### src/rtl/mem_port_arbiter.sv
// mem_port_arbiter: shares one pipelined memory port between the
// instruction-fetch port (read-only) and the data port (read/write).
//
// Ports:
//   clk, rst         clock, asynchronous active-high reset
//   i_addr, i_oe     fetch request (buffered, never back-pressured)
//   i_rdata, i_valid fetch return data and 1-cycle valid pulse
//   d_addr, d_oe     data request address and strobe
//   d_wdata, d_we    store data and byte enables (d_we==0 -> read)
//   d_ready          data request accepted this cycle
//   d_rdata, d_valid load return data and 1-cycle valid pulse
//   m_addr, m_oe     memory request address and strobe
//   m_wdata, m_we    memory store data and byte enables (0 = read)
//   m_rdata, m_valid memory read return, in issue order
//   m_ready          memory accepts a request this cycle
//   err              sticky: read data returned with nothing outstanding

module mem_port_arbiter #(
   parameter int unsigned DEPTH  = 4,
   parameter logic [31:0] I_BASE = 32'h0000_0000
) (
   input  logic        clk,
   input  logic        rst,
   input  logic [15:0] i_addr,
   input  logic        i_oe,
   output logic [31:0] i_rdata,
   output logic        i_valid,
   input  logic [31:0] d_addr,
   input  logic        d_oe,
   input  logic [31:0] d_wdata,
   input  logic [3:0]  d_we,
   output logic        d_ready,
   output logic [31:0] d_rdata,
   output logic        d_valid,
   output logic [31:0] m_addr,
   output logic        m_oe,
   output logic [31:0] m_wdata,
   output logic [3:0]  m_we,
   input  logic [31:0] m_rdata,
   input  logic        m_valid,
   input  logic        m_ready,
   output logic        err
);

   localparam int unsigned AW = $clog2(DEPTH);
   localparam logic [AW:0] CNT_MAX = (AW+1)'(DEPTH);

   typedef enum logic {
      SRC_I = 1'b0,
      SRC_D = 1'b1
   } src_t;

   logic             ipend;
   logic [31:0]      iaddr;
   src_t             last_grant;
   logic [AW:0]      cnt;
   logic [AW-1:0]    wptr;
   logic [AW-1:0]    rptr;
   logic [DEPTH-1:0] tag_q;

   logic [31:0] i_new;
   logic [31:0] i_issue;
   logic        i_cand;
   logic        i_win;
   logic        slot;
   logic        gnt_i;
   logic        gnt_d;
   logic        push;
   logic        pop;

   assign i_new = I_BASE + {16'h0000, i_addr};

   // A fresh fetch with nothing buffered goes straight to the port;
   // otherwise the buffered (older) fetch goes first.
   assign i_cand  = ipend | i_oe;
   assign i_issue = ipend ? iaddr : i_new;

   // A pop in this cycle does not free a slot for this cycle's issue.
   assign slot = m_ready && (cnt < CNT_MAX);

   // Fetch wins alone, or in a tie when data had the last grant.
   assign i_win = i_cand && (!d_oe || last_grant == SRC_D);
   assign gnt_i = !rst && slot && i_win;
   assign gnt_d = !rst && slot && d_oe && !i_win;

   assign push = gnt_i || (gnt_d && d_we == 4'h0);
   assign pop  = !rst && m_valid && (cnt != '0);

   assign d_ready = gnt_d;
   assign m_oe    = gnt_i | gnt_d;
   assign i_rdata = m_rdata;
   assign d_rdata = m_rdata;
   assign i_valid = pop && !tag_q[rptr];
   assign d_valid = pop &&  tag_q[rptr];

   always_comb begin
      m_addr  = i_issue;
      m_wdata = 32'h0;
      m_we    = 4'h0;
      unique case (1'b1)
         gnt_d: begin
            m_addr  = d_addr;
            m_wdata = d_wdata;
            m_we    = d_we;
         end
         gnt_i: begin
            m_addr  = i_issue;
         end
         default: begin
            m_we    = 4'h0;
         end
      endcase
   end

   always_ff @(posedge clk or posedge rst) begin
      if (rst) begin
         ipend      <= 1'b0;
         iaddr      <= 32'h0;
         last_grant <= SRC_D;
         cnt        <= '0;
         wptr       <= '0;
         rptr       <= '0;
         tag_q      <= '0;
         err        <= 1'b0;
      end else begin
         if (i_oe)
            iaddr <= i_new;
         // Granting a buffered fetch while a new one arrives
         // re-arms the buffer with the new address.
         if (gnt_i)
            ipend <= ipend & i_oe;
         else if (i_oe)
            ipend <= 1'b1;

         if (gnt_i)
            last_grant <= SRC_I;
         else if (gnt_d)
            last_grant <= SRC_D;

         if (push) begin
            tag_q[wptr] <= gnt_d;
            wptr        <= wptr + 1'b1;
         end
         if (pop)
            rptr <= rptr + 1'b1;

         unique case ({push, pop})
            2'b10:   cnt <= cnt + 1'b1;
            2'b01:   cnt <= cnt - 1'b1;
            default: cnt <= cnt;
         endcase

         if (m_valid && cnt == '0)
            err <= 1'b1;
      end
   end

endmodule

### config.mk
export PLATFORM = sky130hd
export DESIGN_NAME = mem_port_arbiter
export DESIGN_NICKNAME = d
export VERILOG_FILES = /design/src/rtl/mem_port_arbiter.sv
export SDC_FILE = /design/constraint.sdc
export NUM_CORES = 1
export LEC_CHECK = 0
export BUFFER_PORTS_ARGS = -buffer_cell sky130_fd_sc_hd__buf_2
export CORE_AREA = 2 2 100 102
export CTS_BUF_LIST = sky130_fd_sc_hd__clkbuf_4 sky130_fd_sc_hd__clkbuf_8
export DETAILED_ROUTE_END_ITERATION = 12
export DIE_AREA = 0 0 102 104
export PLACE_DENSITY_LB_ADDON = 0.3
export SLEW_MARGIN = 25
export SYNTH_ARGS = -nofsm -noshare
export SYNTH_HDL_FRONTEND = slang
export SYNTH_SLANG_ARGS = --single-unit
export TNS_END_PERCENT = 1
### constraint.sdc
create_clock -name clk -period 2.7 [get_ports clk]
set_clock_uncertainty 0.05 [all_clocks]
set_input_delay 0 -clock clk [delete_from_list [all_inputs] [get_ports clk]]
set_output_delay 0 -clock clk [all_outputs]
set_load 0.005 [all_outputs]
# Word level (Yosys, flattened, before mapping)
# Cells that the tools add are included.
dict set report classes {
  n_reduce_logical 25
  muxes 14
  n_lt_le_gt_ge 4
  addsub 4
  n_eq_ne 2
  bitwise 3
}
# cell n
set op_table {}
lappend op_table {{2-to-1 mux 32 bit} 2}
lappend op_table {{2-to-1 mux 16 bit} 1}
lappend op_table {{logical AND 1 bit} 13}
lappend op_table {{< comparator 2 x 3 -> 1 bit, second input constant} 2}
lappend op_table {{2-to-1 mux 1 bit} 6}
lappend op_table {{case mux 3 bit (2 select lines)} 1}
lappend op_table {{nonzero test 2 bit} 3}
lappend op_table {{adder 2 x 1 -> 2 bit, second input constant} 2}
lappend op_table {{bitwise mux 4 bit} 1}
lappend op_table {{logical NOT 1 bit} 4}
lappend op_table {{logical NOT 4 bit} 1}
lappend op_table {{2-to-1 mux 4 bit} 1}
lappend op_table {{adder 3 x 1 -> 3 bit, second input constant} 1}
lappend op_table {{logical NOT 3 bit} 1}
lappend op_table {{< comparator 3 bit, second input constant} 1}
lappend op_table {{nonzero test 3 bit} 1}
lappend op_table {{subtractor 3 x 1 -> 3 bit, second input constant} 1}
lappend op_table {{binary-select mux 1 bit (select 2 bit)} 1}
lappend op_table {{demux 1 bit (select 2 bit)} 1}
lappend op_table {{== test 2 x 1 -> 1 bit, second input constant} 1}
lappend op_table {{== test 2 bit, second input constant} 1}
lappend op_table {{>= comparator 2 x 1 -> 1 bit, second input constant} 1}
lappend op_table {{logical OR 1 bit} 2}
lappend op_table {{bitwise OR 1 bit} 2}
lappend op_table {{AND 1 bit} 1}
dict set report word_totals {
  reg_bits 30
  out_inout_bits 137
  inputBits 122
}

# Depth between registers and ports, before layout
dict set report depth {
  depth_word 9
  depth_mapped 11
  ltp_nobuf 10
}

# Worst setup path after synthesis
# Ideal clock, no wire load.
dict set report synth_timing {
  kind {register to register}
  start {register ipend}
  end {register cnt[2]}
  setup_time_ns 0.079
  path_slack_ns 0.593
  arrival_ns 1.978
  required_time_ns 2.571
  path_buffers 1
  path_stages_with_launch 12
  path_cell_list {dfrtp_1 buf_4 nor2_2 a21oi_2 o21a_4 inv_1 ha_1 inv_1 fa_1 xor2_1 nor2_1 xor2_1}
}
dict set report synth_via {
  elab_chain_cells 8
  word_cells_on_any_way 11
  cone_classes {2 x eq/ne; 1 x mux; 1 x bitwise; 7 x reduce/logical}
}
# item line
set synth_rtl {}
lappend synth_rtl {{from (decl)} 53} ;# logic ipend;
lappend synth_rtl {{from (signal assigned)} 131} ;# ipend <= ipend & i_oe;
lappend synth_rtl {{bitwise OR 1 bit (*)} 75} ;# assign i_cand = ipend | i_oe;
lappend synth_rtl {{logical AND 1 bit (*)} 82} ;# assign i_win = i_cand && (!d_oe || last_grant == SRC_D);
lappend synth_rtl {{logical NOT 1 bit} 84} ;# assign gnt_d = !rst && slot && d_oe && !i_win;
lappend synth_rtl {{logical AND 1 bit} 84}
lappend synth_rtl {{logical AND 1 bit} 86} ;# assign push = gnt_i || (gnt_d && d_we == 4'h0);
lappend synth_rtl {{logical OR 1 bit (*)} 86}
lappend synth_rtl {{== test 2 x 1 -> 1 bit / == test 2 bit (equally long branches)} 147} ;# unique case ({push, pop})
lappend synth_rtl {{case mux 3 bit (2 select lines) / nonzero test 2 bit (equally long branches)} -}
lappend synth_rtl {{to (signal assigned)} 148} ;# 2'b10: cnt <= cnt + 1'b1;
lappend synth_rtl {{to (signal assigned)} 149} ;# 2'b01: cnt <= cnt - 1'b1;
lappend synth_rtl {{to (signal assigned)} 150} ;# default: cnt <= cnt;
lappend synth_rtl {{to (decl)} 56} ;# logic [AW:0] cnt;
# Every way passes the cells marked *; elsewhere a longest branch is shown, timed or not.
# A chain may end at the register's enable or synchronous reset.

# Final worst setup path
dict set report layout_timing {
  start {register cnt[2]}
  end {register cnt[2]}
}
dict set report layout_via {
  word_cells_on_any_way 16
  cone_classes {2 x add/sub; 1 x order compare; 2 x eq/ne; 1 x mux; 10 x reduce/logical}
}
# item line
set layout_rtl {}
lappend layout_rtl {{nonzero test 3 bit (*)} 87} ;# assign pop = !rst && m_valid && (cnt != '0);
lappend layout_rtl {{logical AND 1 bit (*)} 87}
lappend layout_rtl {{via pop} 69} ;# logic pop;
lappend layout_rtl {{== test 2 x 1 -> 1 bit / == test 2 bit (equally long branches)} 147}
lappend layout_rtl {{case mux 3 bit (2 select lines) / nonzero test 2 bit (equally long branches)} -}
# The timed path passes the listed nets; every way through them passes the cells marked *.

==> results.md <==
* Routability-driven placement congestion ratio at 0.8090
* Clock input transition at the sequential cells of the worst setup and hold paths at 0.07 ns
* Number of levels in the clock H-tree at 2
* Remaining design rule violation count at 0
* Worst Min Path Start: m_ready
* Via count of the first global-routing pass at 2454
* TritonCTS buffer count at 5
* Peak ir drop on the vdd network at 0.0002244 V
* Total clock sinks at 30
* P per Cell Area at 484.6 mW/mm^2
* Clock latency reported for the late side of the worst-skew pair at 0.28 ns
* Antenna violations before repair at 1
* Final period demand of the worst path at 2.350 ns
* Switching Share at 33.54%
* Global route total overflow at 0
* Worst slew margin relative to its limit at 60.52%
* Hold-critical path depth at 3
* CP arrival at 2.49 ns
* CP endpoint kind: register
* Highest achievable clock rate at 425.5 MHz
* I/O pin total at 259
* Routed Antenna Nets at 0
* Startpoint of the worst-slack reg-to-reg timing path: cnt[2]
* Commonest non-fill, non-tap cell in the layout: buf_2
* Wire length of the first global-routing pass at 12650 um
* First-pass detailed-route iteration total at 4
* Core footprint at 0.009549 mm^2
* Path type of the worst min-delay path: input pin to register
* Reported net switching power at 0.5880 mW
* Result of the run: complete, no violations
* Overall routed net length at 8575 um
* Area of all sequential standard cells at 752.0 um^2
* CTS tree: yes
* Cell internal pwr at 1.165 mW
* Die Span X at 102 um
* Final net count at 550
* Synth unique cells at 34
* Clock share of power at 21.4%
* Number of instances in the synthesized netlist at 275
* Yosys Warn Count at 0
* Highest metal layer with signal wires: met5
* Avg Vias per Cell at 4.295
* Accumulated negative setup slack at 0 ns
* Destination of the worst register-to-register timing path: cnt[2]
* Sum of met2 wire segment lengths after detailed routing at 4597 um
* Average wire length per cell after detail routing at 15.42 um
* Gr usage total at 15.34%
* Endpoint, Worst Hold: last_grant
* Max Buffers Root-to-Sink at 2
* Top library cells by usage in the layout, fill and taps aside: buf_2 (162), and2_1 (53), dlygate4sd3_1 (51), dfrtp_1 (29), nand2_1 (18)
* Cell chosen for the clock root: clkbuf_8
* Chip Height at 104 um
* Comb pwr share at 42.1%
* Setup Crit Path Kind: register to register
* Period utilisation layout at 87.05%
* Final-report hold violation count at 0
* Sequential area share after synthesis at 29.56%
* HPWL after detailed placement at 6750 um
* Maximum number of pins on one net before global-route repair at 34
* Transition time at the pin with the least slew margin at 0.5909 ns
* # setup viols final at 0
* IO buf count at 162
* Kind of start point of the critical path: register
* Initial Util at 26.64%
* Fill count at 1038
* Multi-input combinational cell area at 0.001199 mm^2
* Sequential group share of total power at 36.5%
* Share of layout cells above drive strength 1 at 47.52%
* Diode insertion count for antenna repair at 0
* Reg2Reg Setup Slack at 0.35 ns
* Final core utilization at 37.88%
* Sum of routed wire segments on met1 at 3130 um
* Die ar. at 0.01061 mm^2
* Number of synthesized register bits at 30
* Synth-to-layout area growth at 42.20%
* Maximum capacitance violations at 0
* Number of rows created at floorplan at 36
* Avg Synthesized Cell Area at 9.250 um^2
* Setup repair after global routing missed its margin: no
* Netlist area before placement at 0.002544 mm^2
* FF-to-FF path depth at 8
* Violation count after the first detailed-route iteration at 97
* Fin. max-slew vios at 0
* Data required time at the worst endpoint at 2.84 ns
* Wire length on met3 at 765 um
* Number of buffers inserted by post-CTS setup repair at 0
* Biggest fanout along the worst timing path at 5
* Routed via count at 2388
* Static Leak at 1.956 nW
* Syn Nets at 403
## area by class of cell
type	count	share of cell area (%)
clock buffer	7	2.490
clock inverter	1	0.1384
inverter	9	0.9339
multi-input combinational	158	33.14
sequential	30	20.79
tap	133	4.600
timing repair buffer	218	37.91
## per-layer routing
| layer | vias to the layer above | global-route usage, % |
|---|---|---|
| li1 | 1124 | - |
| met1 | 1112 | 16.30 |
| met2 | 144 | 29.37 |
| met3 | 6 | 4.032 |
| met4 | 2 | 3.619 |
| met5 | - | 0 |
## registers in the layout, indices dropped and copies added, names as in the netlist
name and flops:
ipend 1, iaddr 16, last_grant 1, wptr 2, err 1, cnt 3, rptr 2, tag_q 4
## kinds of logic (layout without fill, tap and decap cells)
family,count (synthesis),in the layout,synth area share (%)
AOI/OAI and AO/OA,31,31,7.428
xor gates and xnor gates,6,6,2.066
adders and majority gates,7,7,3.640
buffers and inverters,87,235,23.61
DFF,30,30,29.56
muxes,35,35,15.25
and+or+nand+nor,79,79,18.45
## cell usage after synthesis, drive strengths merged
master  instances  area [um^2]
maj3            1        10.01
buf            74        551.8
mux2           17        195.2
dfstp           1        26.28
a31oi           8        50.05
o211a           1        10.01
dfrtp          29        725.7
a21oi           3        18.77
fa              1        20.02
nor3b           2        26.28
a21o            1        7.510
nor2            3        21.27
nor2b           1        6.260
inv             9        33.78
o21ai          16        80.08
mux2i          17        170.2
ha              5        62.56
xor2            3        26.28
nor3            1        5.000
nand2          18        67.56
mux4            1        22.52
a21boi          1        7.510
o21a            1        15.01
and2           53        331.6
clkbuf          4        15.01
or4             1        11.26
xnor2           3        26.28
## power groups by stage
stage,clock [mW],sequential [mW],combinational [mW]
5_1_grt,0.416,0.657,0.824
2_1_floorplan,0,0.631,0.495
3_5_place_dp,0,0.647,0.659
4_1_cts,0.391,0.640,0.747
6_report,0.376,0.639,0.738
3_3_place_gp,0,0.644,0.649
## critical path, cell delays in order, from the launching register on
cell and delay, ns:
dfrtp_1 0.42, nor3_1 0.10, nor3b_1 0.51, ha_1 0.30, inv_1 0.06, fa_1 0.37, xor2_1 0.16, nor2_1 0.12
xor2_1 0.17
## how the worst max path moves through the flow
| stage | startpoint | slack [ns] | endpoint |
|---|---|---|---|
| 2_1_floorplan | ipend | 0.59 | cnt[2] |
| 3_3_place_gp | cnt[2] | 0.50 | cnt[2] |
| 3_5_place_dp | cnt[2] | 0.34 | cnt[2] |
| 4_1_cts | cnt[2] | 0.19 | m_addr[6] |
| 5_1_grt | cnt[2] | 0.17 | cnt[2] |
| 6_report | cnt[2] | 0.35 | cnt[2] |
## repair_timing
item,4_1_cts,5_1_grt
hold buffers,51,0
endpoints found under the hold margin,111,0
resized for setup,0,1
setup endpoints to repair,0,8
## per-stage QoR
stage	setup WS [ns]	area [um^2]	power (mW)	std cells	hold slack, ns
6_report	0.3497	3617	1.753	556	0.1567
4_1_cts	0.1877	3610	1.777	556	0.1503
3_3_place_gp	0.5015	3004	1.292	497	-0.04995
2_1_floorplan	0.5930	2544	1.126	275	0.03082
5_1_grt	0.1699	3617	1.897	556	0.1768
3_5_place_dp	0.3419	3004	1.307	497	-0.04995
Power figures use the tool's default switching activity.
